[src/rtl/set_pkg.sv]
// set_pkg: default geometry, reset values and write-data field offsets for
// the slow-mode settings register (slow_set) and its timeout counter.
package set_pkg;

  // Default geometry: 7 slow-enable channels, 4-bit timeout.
  localparam int NCH_DEF = 7;
  localparam int TW_DEF  = 4;

  // Default reset contents of the settings register.
  localparam logic [NCH_DEF-1:0] RST_EN_DEF = 7'b0111111;
  localparam logic [TW_DEF-1:0]  RST_TO_DEF = 4'h3;

  // Write data rides on address bits starting at A[1]; A[0] is not used.
  localparam int EN_LSB = 1;

  // Timeout field sits directly above the enable field.
  function automatic int to_lsb(input int nch);
    return EN_LSB + nch;
  endfunction

  // Lock request sits directly above the timeout field.
  function automatic int lock_bit(input int nch, input int tw);
    return to_lsb(nch) + tw;
  endfunction

  localparam int TO_LSB   = to_lsb(NCH_DEF);
  localparam int LOCK_BIT = lock_bit(NCH_DEF, TW_DEF);

endpackage

[src/rtl/slow_timer.sv]
// slow_timer: slow-mode hold counter. A load sets the count to LoadVal;
// otherwise each Tick decrements a nonzero count. Hold is high while the
// count is nonzero and comes straight from the count register.
module slow_timer #(
  parameter int TW = 4
) (
  input  logic          CLK,
  input  logic          nPOR,
  input  logic          Load,
  input  logic [TW-1:0] LoadVal,
  input  logic          Tick,
  output logic          Hold
);

  logic [TW-1:0] cnt_q, cnt_d;

  // Next count: load wins over tick; tick stops at zero.
  always_comb begin
    cnt_d = cnt_q;
    if (Load) begin
      cnt_d = LoadVal;
    end else if (Tick && (cnt_q != '0)) begin
      cnt_d = cnt_q - 1'b1;
    end
  end

  // Count register with synchronous active-low reset.
  always_ff @(posedge CLK) begin
    if (!nPOR) begin
      cnt_q <= '0;
    end else begin
      cnt_q <= cnt_d;
    end
  end

  // Hold decodes the count register directly, adding no pipeline stage.
  assign Hold = (cnt_q != '0);

endmodule

[src/rtl/slow_set.sv]
// slow_set: slow-mode settings register with a one-shot write front end,
// per-channel slow enables, programmable timeout and the hold counter.
// Optional feature macro: SET_LOCK_EN (write-once lock of the settings).
//
// Write handshake: a bus write is "valid" while BACT && SetCSWR is high;
// there is no ready/stall. The request and address are registered on the
// same edge, and the next edge commits exactly once per bus cycle. The
// done flag blocks further commits until the request drops.
module slow_set
  import set_pkg::*;
#(
  parameter int             NCH    = NCH_DEF,
  parameter int             TW     = TW_DEF,
  parameter logic [NCH-1:0] RST_EN = RST_EN_DEF,
  parameter logic [TW-1:0]  RST_TO = RST_TO_DEF
) (
  input  logic                            CLK,
  input  logic                            nPOR,
  input  logic                            BACT,
  input  logic                            SetCSWR,
  input  logic [lock_bit(NCH, TW):EN_LSB] A,
  input  logic [NCH-1:0]                  DevAcc,
  input  logic                            Tick,
  output logic [NCH-1:0]                  SlowEn,
  output logic [TW-1:0]                   SlowTimeout,
  output logic                            SlowHold,
  output logic                            Locked
);

  localparam int TO_POS   = to_lsb(NCH);
  localparam int LOCK_POS = lock_bit(NCH, TW);

  logic                   wr_req_q, wr_req_d;
  logic                   wr_done_q, wr_done_d;
  logic [LOCK_POS:EN_LSB] alat_q, alat_d;
  logic [NCH-1:0]         en_q, en_d;
  logic [TW-1:0]          to_q, to_d;
  logic                   commit;
  logic                   locked;
  logic                   load;

  // Write front end: register the request and address, fire one commit.
  always_comb begin
    wr_req_d  = BACT && SetCSWR;
    alat_d    = A;
    commit    = wr_req_q && !wr_done_q && !locked;
    wr_done_d = wr_req_q ? (wr_done_q || commit) : 1'b0;
  end

  // Settings next-state: load both fields from the latched address on commit.
  always_comb begin
    en_d = en_q;
    to_d = to_q;
    if (commit) begin
      en_d = alat_q[TO_POS-1:EN_LSB];
      to_d = alat_q[LOCK_POS-1:TO_POS];
    end
  end

  // Front-end and settings registers, synchronous active-low reset.
  always_ff @(posedge CLK) begin
    if (!nPOR) begin
      wr_req_q  <= 1'b0;
      wr_done_q <= 1'b0;
      alat_q    <= '0;
      en_q      <= RST_EN;
      to_q      <= RST_TO;
    end else begin
      wr_req_q  <= wr_req_d;
      wr_done_q <= wr_done_d;
      alat_q    <= alat_d;
      en_q      <= en_d;
      to_q      <= to_d;
    end
  end

`ifdef SET_LOCK_EN
  logic locked_q, locked_d;

  // Lock is set by the same commit that writes the fields; only reset clears it.
  always_comb begin
    locked_d = locked_q || (commit && alat_q[LOCK_POS]);
  end

  // Lock register, synchronous active-low reset.
  always_ff @(posedge CLK) begin
    if (!nPOR) begin
      locked_q <= 1'b0;
    end else begin
      locked_q <= locked_d;
    end
  end

  assign locked = locked_q;
`else
  // Lock request bit is latched with the rest of the address but has no effect.
  logic unused_lock;
  assign unused_lock = alat_q[LOCK_POS];
  assign locked      = 1'b0;
`endif

  // An access to any slow-enabled channel (re)starts the hold timeout.
  assign load = |(DevAcc & en_q);

  slow_timer #(
    .TW (TW)
  ) u_timer (
    .CLK     (CLK),
    .nPOR    (nPOR),
    .Load    (load),
    .LoadVal (to_q),
    .Tick    (Tick),
    .Hold    (SlowHold)
  );

  assign SlowEn      = en_q;
  assign SlowTimeout = to_q;
  assign Locked      = locked;

endmodule

[config.mk]
export PLATFORM = sky130hd
export DESIGN_NAME = slow_set
export DESIGN_NICKNAME = d
export VERILOG_FILES = /design/src/rtl/set_pkg.sv /design/src/rtl/slow_timer.sv /design/src/rtl/slow_set.sv
export SDC_FILE = /design/constraint.sdc
export NUM_CORES = 1
export LEC_CHECK = 0
export BUFFER_PORTS_ARGS = -buffer_cell sky130_fd_sc_hd__buf_2
export CAP_MARGIN = 20
export CORE_ASPECT_RATIO = 0.75
export CORE_UTILIZATION = 33
export DETAILED_ROUTE_END_ITERATION = 10
export MAX_ROUTING_LAYER = met4
export PLACE_DENSITY_LB_ADDON = 0.08
export SLEW_MARGIN = 25
export SYNTH_ARGS = -nofsm -noshare
export SYNTH_HDL_FRONTEND = slang
export SYNTH_SLANG_ARGS = --single-unit
[constraint.sdc]
create_clock -name CLK -period 3.42 [get_ports CLK]
set_input_delay 0.342 -clock CLK [delete_from_list [all_inputs] [get_ports CLK]]
set_output_delay 0.342 -clock CLK [all_outputs]
set_load 0.02 [all_outputs]
# == After elaboration in Yosys (flattened, before gate mapping) ==
# Index checks and enable logic that the tools add are counted.
# totals
regBits,28
in_bits,24
out_inout_bits,13
wordCells,19
# op_classes
addsub,1
muxes,2
n_bitwise,1
reduce_logical,9
# op_table
operator,count
$mux W4,2
$and A7 B7 Y7,1
$reduce_or A7 Y1,1
$reduce_bool A4 Y1,1
$sub A4 B1 Y4 const B,1
$logic_and A1 B1 Y1,3
$reduce_and A2 Y1,1
$reduce_bool A2 Y1,1
$logic_not A1 Y1,1
$logic_or A1 B1 Y1,1

# == Depth between registers and ports, before layout ==
# Gate-level depths: netlist of the first run.
# logic_depth
depth_word,4
depth_mapped,6
mapped_depth_nobuf,6

# == By module ==
# Synthesis of the first run repeated with hierarchy kept, for this count alone.
# unflattened
hier_cells,113
hier_area_um2,1028.5
# by_module_without_submodules
mod,n_inst,cells_each,area_each_um2,seq_area_each_um2
slow_set,1,82,783.3,480.5
slow_timer,1,31,245.2,80.1

# == Least setup slack after synthesis of the first run ==
# OpenSTA, ideal clock, no wires.
# synth_timing
path_type,register -> register
start,register u_timer.cnt_q[0]
end,register u_timer.cnt_q[1]
setup_ns,0.121
t_arrival_ns,1.431
required_ns,3.299
setup_slack_ns,1.868
path_stages_with_launch,7
n_path_buf,0
synth_period_minus_slack_ns,1.552
path_cell_list,dfxtp_1 > inv_1 > ha_1 > or3b_2 > a21o_2 > nand3_1 > a21oi_1
# synth_via
elab_chain_cells,3
elab_cells_between_ends,6
classes_between,add/sub (1); mux (2); reduce/logical (3)
# synth_lines
item,line,source
start: declaration,slow_timer.sv:15,"logic [TW-1:0] cnt_q, cnt_d;"
start signal: assignment,slow_timer.sv:32,cnt_q <= cnt_d;
$reduce_bool A4 Y1,--,
via SlowHold,slow_set.sv:26,"output logic SlowHold,"
$logic_and A1 B1 Y1,slow_timer.sv:22,end else if (Tick && (cnt_q != '0)) begin
$reduce_bool A2 Y1 (no line),--,
# The timed path passes the listed nets, and every way through them passes these cells. The select of a mux whose other input is x is not followed.
# A chain may end at the register's enable or synchronous reset.

# == Worst setup path in the final report of the first run ==
# layout_timing
start,register u_timer.cnt_q[0]
end,output port SlowHold
# layout_via
elab_chain_cells,1
# layout_lines
item,line,source
$reduce_bool A4 Y1,slow_timer.sv:37,assign Hold = (cnt_q != '0);
end: declaration,slow_set.sv:26,
# No other way between the ends.

==> results of run 1 <==
-- registers in the layout (all words and copies together) (netlist names) --
name / flops
u_timer.cnt_q: 4
wr_done_q: 1
alat_q: 11
SlowTimeout: 4
SlowEn: 7
wr_req_q: 1
-- cells in the mapped netlist (all sizes together) --
cell    instances  area [um2]
and2           12        75.1
or4b            1        10.0
nand2b          2        12.5
ha              1        12.5
a21oi           7        35.0
nor3            1        5.00
xnor2           1        8.76
a211oi          2        20.0
a222oi          1        10.0
nand3          10        50.1
and3            2        12.5
buf             1        7.51
o21ai           1        5.00
or3b            1        8.76
conb            1        3.75
nand2          24        90.1
dfxtp          28         561
clkbuf          5        20.0
inv             3        11.3
a21o            1        8.76
nor2            2        7.51
nor3b           1        7.51
nor2b           1        6.26
a22oi           2        15.0
-- per-stage QoR --
stage               power, mW  cells
floorplan               0.398    111
global placement        0.421    175
detailed placement      0.424    175
CTS                     0.676    179
global route            0.700    179
finish                  0.664    179
-- layer usage --
metal	global-route usage	vias up	part of all wire
li1	-	424	-
met1	0.166	346	0.48
met2	0.218	23	0.45
met3	0.0556	2	0.062
met4	0.0217	0	0.0070
met5	-	-	0
-- kinds of logic (layout without fill, tap and decap cells) --
family / after synthesis / in the layout / share of synthesized area
compound gates: 14 / 14 / 0.0935
xor+xnor: 1 / 1 / 0.00873
fa+ha+maj: 1 / 1 / 0.0125
buf+inv: 9 / 41 / 0.0386
flops: 28 / 28 / 0.559
other cells: 1 / 1 / 0.00374
simple gates: 57 / 57 / 0.284
-- layout make-up --
type                    instances  area (um2)
clock buffers                   3        41.3
repair buffers                 34         170
inverters                       3        11.3
clock inverters                 1        30.0
well taps                      36        45.0
flip-flops and latches         28         561
fillers                       281        1480
multi-input cells              74         404
-- worst min-delay path by stage --
stage	to	from	slack (ps)	cells past startpoint
6_report	alat_q[5]	A[5]	270	2
5_1_grt	alat_q[7]	A[7]	260	2
4_1_cts	alat_q[5]	A[5]	260	2
3_5_place_dp	SlowEn[2]	alat_q[3]	420	2
3_3_place_gp	SlowEn[2]	alat_q[3]	420	2
2_1_floorplan	SlowEn[0]	alat_q[1]	420	2
-- cell usage in the layout (no fill, tap or decap) --
cell        n
clkbuf_8    3
or4b_1      1
and2_1     12
nand2_1    24
xnor2_1     1
or3b_2      1
o21ai_0     1
buf_2      34
dfxtp_1    28
nor2_1      2
nand3_1    10
inv_1       3
a22oi_1     2
a21o_2      1
and3_1      2
nor3b_1     1
ha_1        1
nor2b_1     1
nor3_1      1
nand2b_1    2
a211oi_1    1
a211oi_2    1
conb_1      1
a222oi_1    1
a21oi_1     7
bufinv_16   1
-- power groups by stage --
stage | combinational, mW | sequential (mW) | clock [mW]
6_report | 0.0655 | 0.349 | 0.250
5_1_grt | 0.0746 | 0.352 | 0.273
4_1_cts | 0.0666 | 0.350 | 0.260
3_5_place_dp | 0.0664 | 0.357 | 0
3_3_place_gp | 0.0646 | 0.357 | 0
2_1_floorplan | 0.0358 | 0.363 | 0
==> results by group, run 1 <==
Run status
  – Status: finished, final reports clean

CTS
  – CTS Buf Count: 3
  – Post-CTS Resized: 0
  – Clock transition at path regs: 90 ps
  – Clock root cell: clkbuf_8
  – Hold-fix buffers, CTS: 0
  – CTS max path bufs: 2
  – CTS tree: done
  – Clk_lat worst skew: 270 ps
  – Clock sinks: 28
  – Post-CTS Setup Repair Bufs: 0
  – CTS H-tree depth: 1

Power and ir drop
  – Lkg Pwr: a little under 0.6 nW
  – Power share of the combinational group: 0.099
  – Flop pwr share: 0.526
  – Int Pwr: 0.528 mW
  – VDD IR max: between 0.0002 and 0.0003 V
  – Sw power: 0.137 mW
  – Sw frac: 0.206
  – Clock share of power: 0.376
  – Power Density: 526 nW/um2

Setup path
  – WS Path Type: flip-flop to output port
  – R2R depth: 6
  – Critical Path Sink: SlowHold
  – Max stage delay on crit path: around 500 ps
  – Max Fanout on Critical Path: 4
  – CP Launch Type: flip-flop
  – Crit-path slowest cell: or3b_2
  – Critical path arrival: 1550 ps
  – WP depth: 4
  – CP Launch Point: u_timer.cnt_q[0]
  – R2r startpoint: u_timer.cnt_q[0]
  – Worst Setup End Kind: output port
  – CP top delay family: simple AND/OR/NAND/NOR gates
  – Reg-to-reg slack, setup: 1850 ps
  – Crit path cell chain: inv_1 > ha_1 > or3b_2 > buf_2
  – R2R Path End: u_timer.cnt_q[1]
  – WP buf/inv: 2
  – Worst Path Required: 3080 ps

STA
  – Final setup viols: 0
  – Slew margin rel.: 0.476
  – Fmax: between 0.5 and 0.6 GHz
  – PnR worst setup slack: 1530 ps
  – Skew final: 4.29 ps
  – Final Max Tran Viols: 0
  – Actual slew at the worst max-slew pin: 784 ps
  – Period minus WS final: 1890 ps
  – Hold_ws: ~270 ps
  – Fin crit share: 0.553
  – Endpoints failing hold: 0
  – Unrepaired setup endpoints after global routing: no
  – Final setup TNS: 0 ps

Logic synthesis
  – Syn. warnings: 0
  – Mapped Cells: 111
  – Seq/Total Area, Yosys: 0.559
  – Syn avg cell area: 9.04 um2
  – Post-Syn Area: between 1000 and 1500 um2
  – #FFs+latches synth: 28
  – Yosys cell types: 26
  – Post-Syn Nets: 136

Placement
  – GPL Wtd Cong: 0.740
  – DP Worst Slack: about 1800 ps
  – Dpl hpwl: 1.40 mm
  – Placed cell area: approximately 1200 um2
  – Port Buffers: 34

Detailed routing
  – Drt pass-1 iters: 5
  – Final WL: approximately 1.9 mm
  – Avg WL per Cell: about 10 um
  – Starting DRT DRC Count: 12
  – DRC: 0
  – Vias per cell: 4.44
  – Antenna Nets Post-Route: 0
  – Vias: 795

Floorplan
  – Row count: 16
  – Die width: 65.7 um
  – Die area: 3270 um2
  – Starting Density: 0.366
  – Die Y: roughly 50 um
  – Core outline area: 2740 um2
  – IO Pins: 37

Layout
  – Final instance area: 1260 um2
  – Final #Nets: 169
  – Ratio of cells with drive above 1 in the final layout: 0.287
  – Final core utilization: 0.460
  – Final antenna diode count: 0
  – Area growth syn-to-layout: 25.8%

Run
  – Max-cap violations: 0

Global route
  – Number of global-route vias before repair: 748
  – First-pass GRT wire length: 3.24 mm
  – Overflow left after global routing: 0
  – Initial antenna violation count: 0
  – Pin count of the biggest net entering global routing: 24
  – Tot GR Track Use: 0.137

Min path
  – Worst hold path type: input port to flip-flop
Power figures use the tool's default switching activity.
==> run 2, diff against run 1 <==
--- a/config.mk
+++ b/config.mk
@@ -5,6 +5,7 @@
 export SDC_FILE = /design/constraint.sdc
 export NUM_CORES = 1
 export LEC_CHECK = 0
+export ABC_AREA = 1
 export BUFFER_PORTS_ARGS = -buffer_cell sky130_fd_sc_hd__buf_2
 export CAP_MARGIN = 20
 export CORE_ASPECT_RATIO = 0.75
==> constraint.sdc (replaced) <==
create_clock -name CLK -period 2 [get_ports CLK]
set_input_delay 0.2 -clock CLK [delete_from_list [all_inputs] [get_ports CLK]]
set_output_delay 0.2 -clock CLK [all_outputs]
set_load 0.02 [all_outputs]
==> run 2 against run 1 <==
Effect of this change:
- area after synthesis grew 8.2%
- critical endpoint unchanged
- count of clock-buffer cells in the layout up 1
- highest routed layer unchanged
- worst setup slack worse by 920 ps
- global-route usage shrank 0.095 points
- sequential power is 72% higher
==> results by group, run 2 <==
Run status
  – Status: finished, final reports clean

STA
  – Final setup viols: 0 (unchanged)
  – Unrepaired setup endpoints after global routing: no
  – Final setup TNS: 0 ps (unchanged)
  – Fin crit share: 0.698
  – Endpoints failing hold: 0 (unchanged)
  – Period minus WS final: about 1400 ps
  – Final Max Tran Viols: 0 (unchanged)
  – Skew final: 4.48 ps (+0.185 ps)
  – Fmax: ~0.72 GHz
  – Hold_ws: 105 ps (-166 ps)

Setup path
  – Critical path arrival: 1200 ps (-350 ps)
  – Worst Setup End Kind: output port
  – Crit-path slowest cell: dfxtp_1
  – Worst Path Required: 1800 ps (-1280 ps)
  – CP Launch Type: flip-flop
  – Max stage delay on crit path: 330 ps (-170 ps)
  – R2R depth: 8 (+2)
  – WS Path Type: flip-flop to output port
  – Crit path cell chain: inv_1 > ha_1 > nand2_2 > buf_2
  – Max Fanout on Critical Path: 4 (unchanged)

Layout
  – Final antenna diode count: 0 (unchanged)
  – Filler instances: 328 (+17%)
  – Final #Nets: 208 (+23%)
  – Commonest non-fill, non-tap cells in the layout: nand2_1, buf_2, dfxtp_1
  – Area growth syn-to-layout: 22.8%
  – Most common cell after layout, fill and taps aside: nand2_1
  – Largest Register: alat_q
  – Final Non-Filler Cells: 220 (+23%)
  – Ratio of cells with drive above 1 in the final layout: 0.247 (-0.0395)
  – Final instance area: 1330 um2 (+5.6%)
  – Max reg flops: 11 (unchanged)

CTS
  – Hold-fix buffers, CTS: 0 (unchanged)
  – CTS max path bufs: 2 (unchanged)
  – Post-CTS Resized: 0 (unchanged)
  – Clock transition at path regs: 90 ps (about the same)
  – CTS Buf Count: 3 (unchanged)
  – CTS H-tree depth: 1 (unchanged)
  – CTS tree: done
  – Clock root cell: clkbuf_8
  – Clk_lat worst skew: 270 ps (about the same)
  – Clock sinks: 28 (unchanged)
  – Post-CTS Setup Repair Bufs: 0 (unchanged)

Logic synthesis
  – Commonest cells post-synth: nand2_1, dfxtp_1, inv_1, nor2_1, nand3_1
  – Syn avg cell area: 7.29 um2 (-19%)
  – Post-Syn Area: 1090 um2 (+8.2%)
  – Synth top area share: 0.516 (-0.0425)
  – Syn. warnings: 0 (unchanged)
  – Synth area leader: dfxtp_1
  – Ys flop type: dfxtp_1
  – Dominant cells by area after synthesis: dfxtp_1, nand2_1, inv_1, nand3_1, nor2_1
  – Seq/Total Area, Yosys: 0.516 (-0.0425)
  – #FFs+latches synth: 28 (unchanged)
  – Most numerous cell in the Yosys netlist: nand2_1
  – Synth async-reset ratio: 0 (unchanged)
  – Mapped Cells: 149 (+34%)
  – Post-synth EDFFs: 0 (unchanged)
  – Post-Syn Nets: 174 (+28%)
  – Yosys cell types: 19 (-27%)

Power and ir drop
  – Sw power: 0.260 mW (+90%)
  – Int Pwr: 0.816 mW (+55%)
  – VDD IR max: 0.000372 V (+41%)
  – Sw frac: 0.241 (+0.0357)
  – Clock share of power: 0.314 (-0.062)
  – Power share of the combinational group: 0.127 (+0.028)
  – Flop pwr share: 0.558 (+0.032)
  – PnR Total Power: 1.08 mW (+62%)
  – Lkg Pwr: 0.757 nW (+30%)
  – Power Density: 807 nW/um2 (+53%)

Global route
  – Number of global-route vias before repair: 822 (+9.9%)
  – Tot GR Track Use: 0.136 (-0.000954)
  – Overflow left after global routing: 0 (unchanged)
  – Initial antenna violation count: 0 (unchanged)
  – Pin count of the biggest net entering global routing: 28 (+17%)
  – First-pass GRT wire length: 3.37 mm (+4.3%)

Detailed routing
  – Starting DRT DRC Count: 25 (+13)
  – Vias per cell: 4.24 (-4.6%)
  – Final WL: 2.08 mm (+11%)
  – Avg WL per Cell: 9.45 um (-9.5%)
  – DRC: 0 (unchanged)
  – Drt pass-1 iters: 4 (-1)
  – Antenna Nets Post-Route: 0 (unchanged)
  – Vias: 932 (+17%)

Placement
  – Dpl hpwl: 1.53 mm (+9.7%)
  – Placed cell count: 216 (+23%)
  – GPL Wtd Cong: 0.861 (+16%)
  – Port Buffers: 34 (unchanged)
  – Placed cell area: 1280 um2 (+7.4%)

Floorplan
  – IO Pins: 37 (unchanged)
  – Row count: 17 (+1)
  – Die width: 68.2 um (+3.9%)
  – Core outline area: 3040 um2 (+11%)
  – Starting Density: 0.357 (-0.00882)
  – Die Y: 51.7 um (+3.9%)
  – Die area: 3530 um2 (+7.9%)

Run
  – Max-cap violations: 0 (unchanged)

Min path
  – Worst hold path type: input port to flip-flop
  – Hold Crit Depth: 3 (+1)
==> run 2: changes by cell type after synthesis, sizes merged, moves of 4 or more <==
cell,change
nand2,+27
inv,+19
nor2,+14
and2,-12
buf,+5
clkbuf,-5
o21ai,+5
a21oi,-4
==> run 2: stage by stage <==
| stage | util | setup slack, ps |
|---|---|---|
| 4_1_cts | 0.439 | 585 |
| 3_5_place_dp | 0.420 | 726 |
| 2_1_floorplan | - | 788 |
| 5_1_grt | 0.439 | 527 |
| 6_report | 0.439 | 604 |
| 3_3_place_gp | 0.420 | 790 |
==> run 2: final timing paths <==
check | startpoint | end | slack [ps]
hold reg to reg | wr_req_q | wr_done_q | 430
setup reg to reg | u_timer.cnt_q[0] | u_timer.cnt_q[1] | 730
setup / recovery | u_timer.cnt_q[0] | SlowHold | 600
hold / removal | A[4] | alat_q[4] | 110
==> run 2: kinds of logic (layout without fill, tap and decap cells) <==
| kind of cell | after synthesis | in the layout | synth area share |
|---|---|---|---|
| compound gates | 9 | 9 | 0.0415 |
| xor+xnor | 1 | 1 | 0.00807 |
| fa+ha+maj | 1 | 1 | 0.0115 |
| buf+inv | 29 | 62 | 0.111 |
| flops | 28 | 28 | 0.516 |
| other cells | 1 | 1 | 0.00345 |
| simple gates | 80 | 80 | 0.309 |
==> run 2: worst max-delay path: cells and delay by family, from the launching register on <==
family | cells | cell delay [ps]
flip-flops | 1 | 330
buffers and inverters | 2 | 250
AND/OR/NAND/NOR | 1 | 110
adder cells (fa/ha/maj) | 1 | 240
==> run 2: cell type report <==
type / count / area (um2) / area share
Clock buffer: 4 / 55.1 / 0.0413
Inverter: 23 / 87.6 / 0.0657
Multi-Input combinational cell: 92 / 405 / 0.304
Timing Repair Buffer: 35 / 178 / 0.133
Tap cell: 38 / 47.5 / 0.0356
Sequential cell: 28 / 561 / 0.420
==> run 2: power by group through the flow <==
stage	logic (mW)	registers [mW]	clock network [mW]
6_report	0.137	0.601	0.338
5_1_grt	0.156	0.604	0.383
4_1_cts	0.139	0.601	0.358
3_5_place_dp	0.139	0.614	0
3_3_place_gp	0.135	0.613	0
2_1_floorplan	0.0793	0.626	0
==> run 2: per-layer routing <==
layer	vias to the layer above	part of all wire	track usage
met5	-	0	-
met4	0	0.0048	0.0417
met3	2	0.057	0.0526
met2	23	0.46	0.239
met1	398	0.48	0.140
li1	509	-	-
==> run 3, diff against run 2 <==
==> constraint.sdc (replaced) <==
create_clock -name CLK -period 1.46 [get_ports CLK]
set_input_delay 0.146 -clock CLK [delete_from_list [all_inputs] [get_ports CLK]]
set_output_delay 0.146 -clock CLK [all_outputs]
set_load 0.02 [all_outputs]
==> run 3 against run 2 <==
Effect of this change:
- worst hold slack got worse by 58 ps
- clock power rose by 77%
- core utilization rose by 0.53 points
- register-to-register slack got worse by 510 ps
- final cell count did not move
- global-route usage fell by 0.70 points
==> results by group, run 3 (synthesis results as in run 2) <==
Run status
  – Status: finished, final reports clean

Floorplan
  – Starting Density: 0.357 (unchanged)
  – Die Y: 51.7 um (unchanged)
  – Die area: 3530 um2 (unchanged)
  – Die width: 68.2 um (unchanged)
  – IO Pins: 37 (unchanged)
  – Core outline area: 3040 um2 (unchanged)
  – Row count: 17 (unchanged)

Global route
  – Initial antenna violation count: 0 (unchanged)
  – Pin count of the biggest net entering global routing: 28 (unchanged)
  – Number of global-route vias before repair: 735 (-11%)
  – Tot GR Track Use: 0.129 (-0.00698)
  – First-pass GRT wire length: 3.17 mm (-6.1%)
  – Overflow left after global routing: 0 (unchanged)

Setup path
  – Critical path arrival: 1200 ps (about the same)
  – R2R Path End: u_timer.cnt_q[1]
  – Reg-to-reg slack, setup: 220 ps (-510 ps)
  – Worst Setup End Kind: output port
  – Max Fanout on Critical Path: 4 (unchanged)
  – Crit-path slowest cell: dfxtp_1
  – R2R depth: 8 (unchanged)
  – CP Launch Point: u_timer.cnt_q[0]
  – R2r startpoint: u_timer.cnt_q[0]
  – Crit path cell chain: inv_1 > ha_1 > nand2_2 > buf_2
  – WP buf/inv: 2 (unchanged)
  – Max stage delay on crit path: 330 ps (about the same)
  – CP top delay family: flip-flops
  – Worst Path Required: 1310 ps (-490 ps)
  – CP Launch Type: flip-flop
  – WS Path Type: flip-flop to output port

STA
  – Final setup viols: 0 (unchanged)
  – Final Max Tran Viols: 0 (unchanged)
  – Fin crit share: 0.921
  – Final setup TNS: 0 ps (unchanged)
  – Unrepaired setup endpoints after global routing: no
  – Fmax: between 0.7 and 0.8 GHz
  – Skew final: 3.80 ps (-0.674 ps)
  – Period minus WS final: approximately 1300 ps
  – Endpoints failing hold: 0 (unchanged)

Power and ir drop
  – VDD IR max: 0.000546 V (+47%)
  – PnR Total Power: 1.61 mW (+49%)
  – Power Density: 1190 nW/um2 (+48%)
  – Lkg Pwr: 0.764 nW (+0.92%)

CTS
  – Post-CTS Resized: 0 (unchanged)
  – Clock sinks: 28 (unchanged)
  – CTS tree: done
  – Clock root cell: clkbuf_8
  – Clock transition at path regs: 90 ps (about the same)
  – CTS Buf Count: 3 (unchanged)
  – Clk_lat worst skew: 270 ps (about the same)
  – Hold-fix buffers, CTS: 0 (unchanged)
  – CTS max path bufs: 2 (unchanged)
  – CTS H-tree depth: 1 (unchanged)
  – Post-CTS Setup Repair Bufs: 0 (unchanged)

Layout
  – Area of the multi-input gates: 405 um2 (unchanged)
  – Final core utilization: 0.444 (+0.00535)
  – Final #Nets: 208 (unchanged)
  – Register Area: 561 um2 (unchanged)
  – Largest Register: alat_q
  – Most common cell after layout, fill and taps aside: nand2_1
  – Ratio of cells with drive above 1 in the final layout: 0.247 (unchanged)
  – Commonest non-fill, non-tap cells in the layout: nand2_1, buf_2, dfxtp_1
  – Final antenna diode count: 0 (unchanged)
  – Filler instances: 312 (-4.9%)
  – Area growth syn-to-layout: 24.3%
  – Max reg flops: 11 (unchanged)

Run
  – Max-cap violations: 0 (unchanged)

Detailed routing
  – Starting DRT DRC Count: 50 (+100%)
  – DRC: 0 (unchanged)
  – Avg WL per Cell: 9.00 um (-4.8%)
  – Antenna Nets Post-Route: 0 (unchanged)
  – Vias per cell: 4.10 (-3.2%)
  – Vias: 902 (-3.2%)
  – Drt pass-1 iters: 3 (-1)
  – Final WL: 1.98 mm (-4.8%)

Placement
  – Port Buffers: 34 (unchanged)
  – Dpl hpwl: 1.42 mm (-7.1%)
  – GPL Wtd Cong: 0.874 (+1.5%)

Min path
  – HP Start: A[10]
  – Hold endpoint: alat_q[10]
  – Hold Crit Depth: 3 (unchanged)
  – Worst hold path type: input port to flip-flop
[run 3: changes by cell type in the layout (fill, tap and decap cells not counted), sizes merged]
cell / delta
clkbuf: -1
bufinv: +1
[run 3: cell type report]
type,instances,share of cell area
inverter,23,0.0649
timing repair buffer,35,0.132
clock inverter,1,0.0222
sequential,28,0.415
tap,38,0.0352
multi-input combinational,92,0.300
clock buffer,3,0.0306
[run 3: power by group]
group          leakage (nW)  switching, mW  internal (mW)  total, mW
Clock                0.0357          0.232          0.367      0.599
Sequential            0.231         0.0184          0.804      0.822
Combinational         0.496          0.113         0.0738      0.187
Total                 0.764          0.364           1.24       1.61
[run 3: worst max-delay path by stage]
stage	endpoint	slack, ps	cells past startpoint
global route	SlowHold	40	4
CTS	SlowHold	100	4
floorplan	u_timer.cnt_q[0]	250	8
global placement	u_timer.cnt_q[1]	250	8
detailed placement	u_timer.cnt_q[1]	230	8
finish	SlowHold	120	4
[run 3: worst register-to-register path, delay by kind of cell, from the launching register on]
family	cells	cell delay (ps)
adder cells (fa/ha/maj)	1	240
buffers and inverters	2	150
flip-flops	1	330
AND/OR/NAND/NOR	5	410
[run 3: layer usage]
| layer | up-vias | routed length [um] | GRT usage |
|---|---|---|---|
| li1 | 507 | - | - |
| met1 | 372 | 968 | 0.150 |
| met4 | 0 | 18 | 0.0417 |
| met2 | 21 | 882 | 0.203 |
| met3 | 2 | 109 | 0.0526 |
| met5 | - | 0 | - |
[run 3: metrics by stage]
stage                     hold slack [ps]  cell area [um2]  cells  worst slack [ps]
after floorplan                       244             1090    149               248
after global placement                327             1280    216               251
after detailed placement              330             1280    216               229
after CTS                            37.0             1350    220              99.7
after global routing                 34.5             1350    220              38.7
final                                47.4             1350    220               116
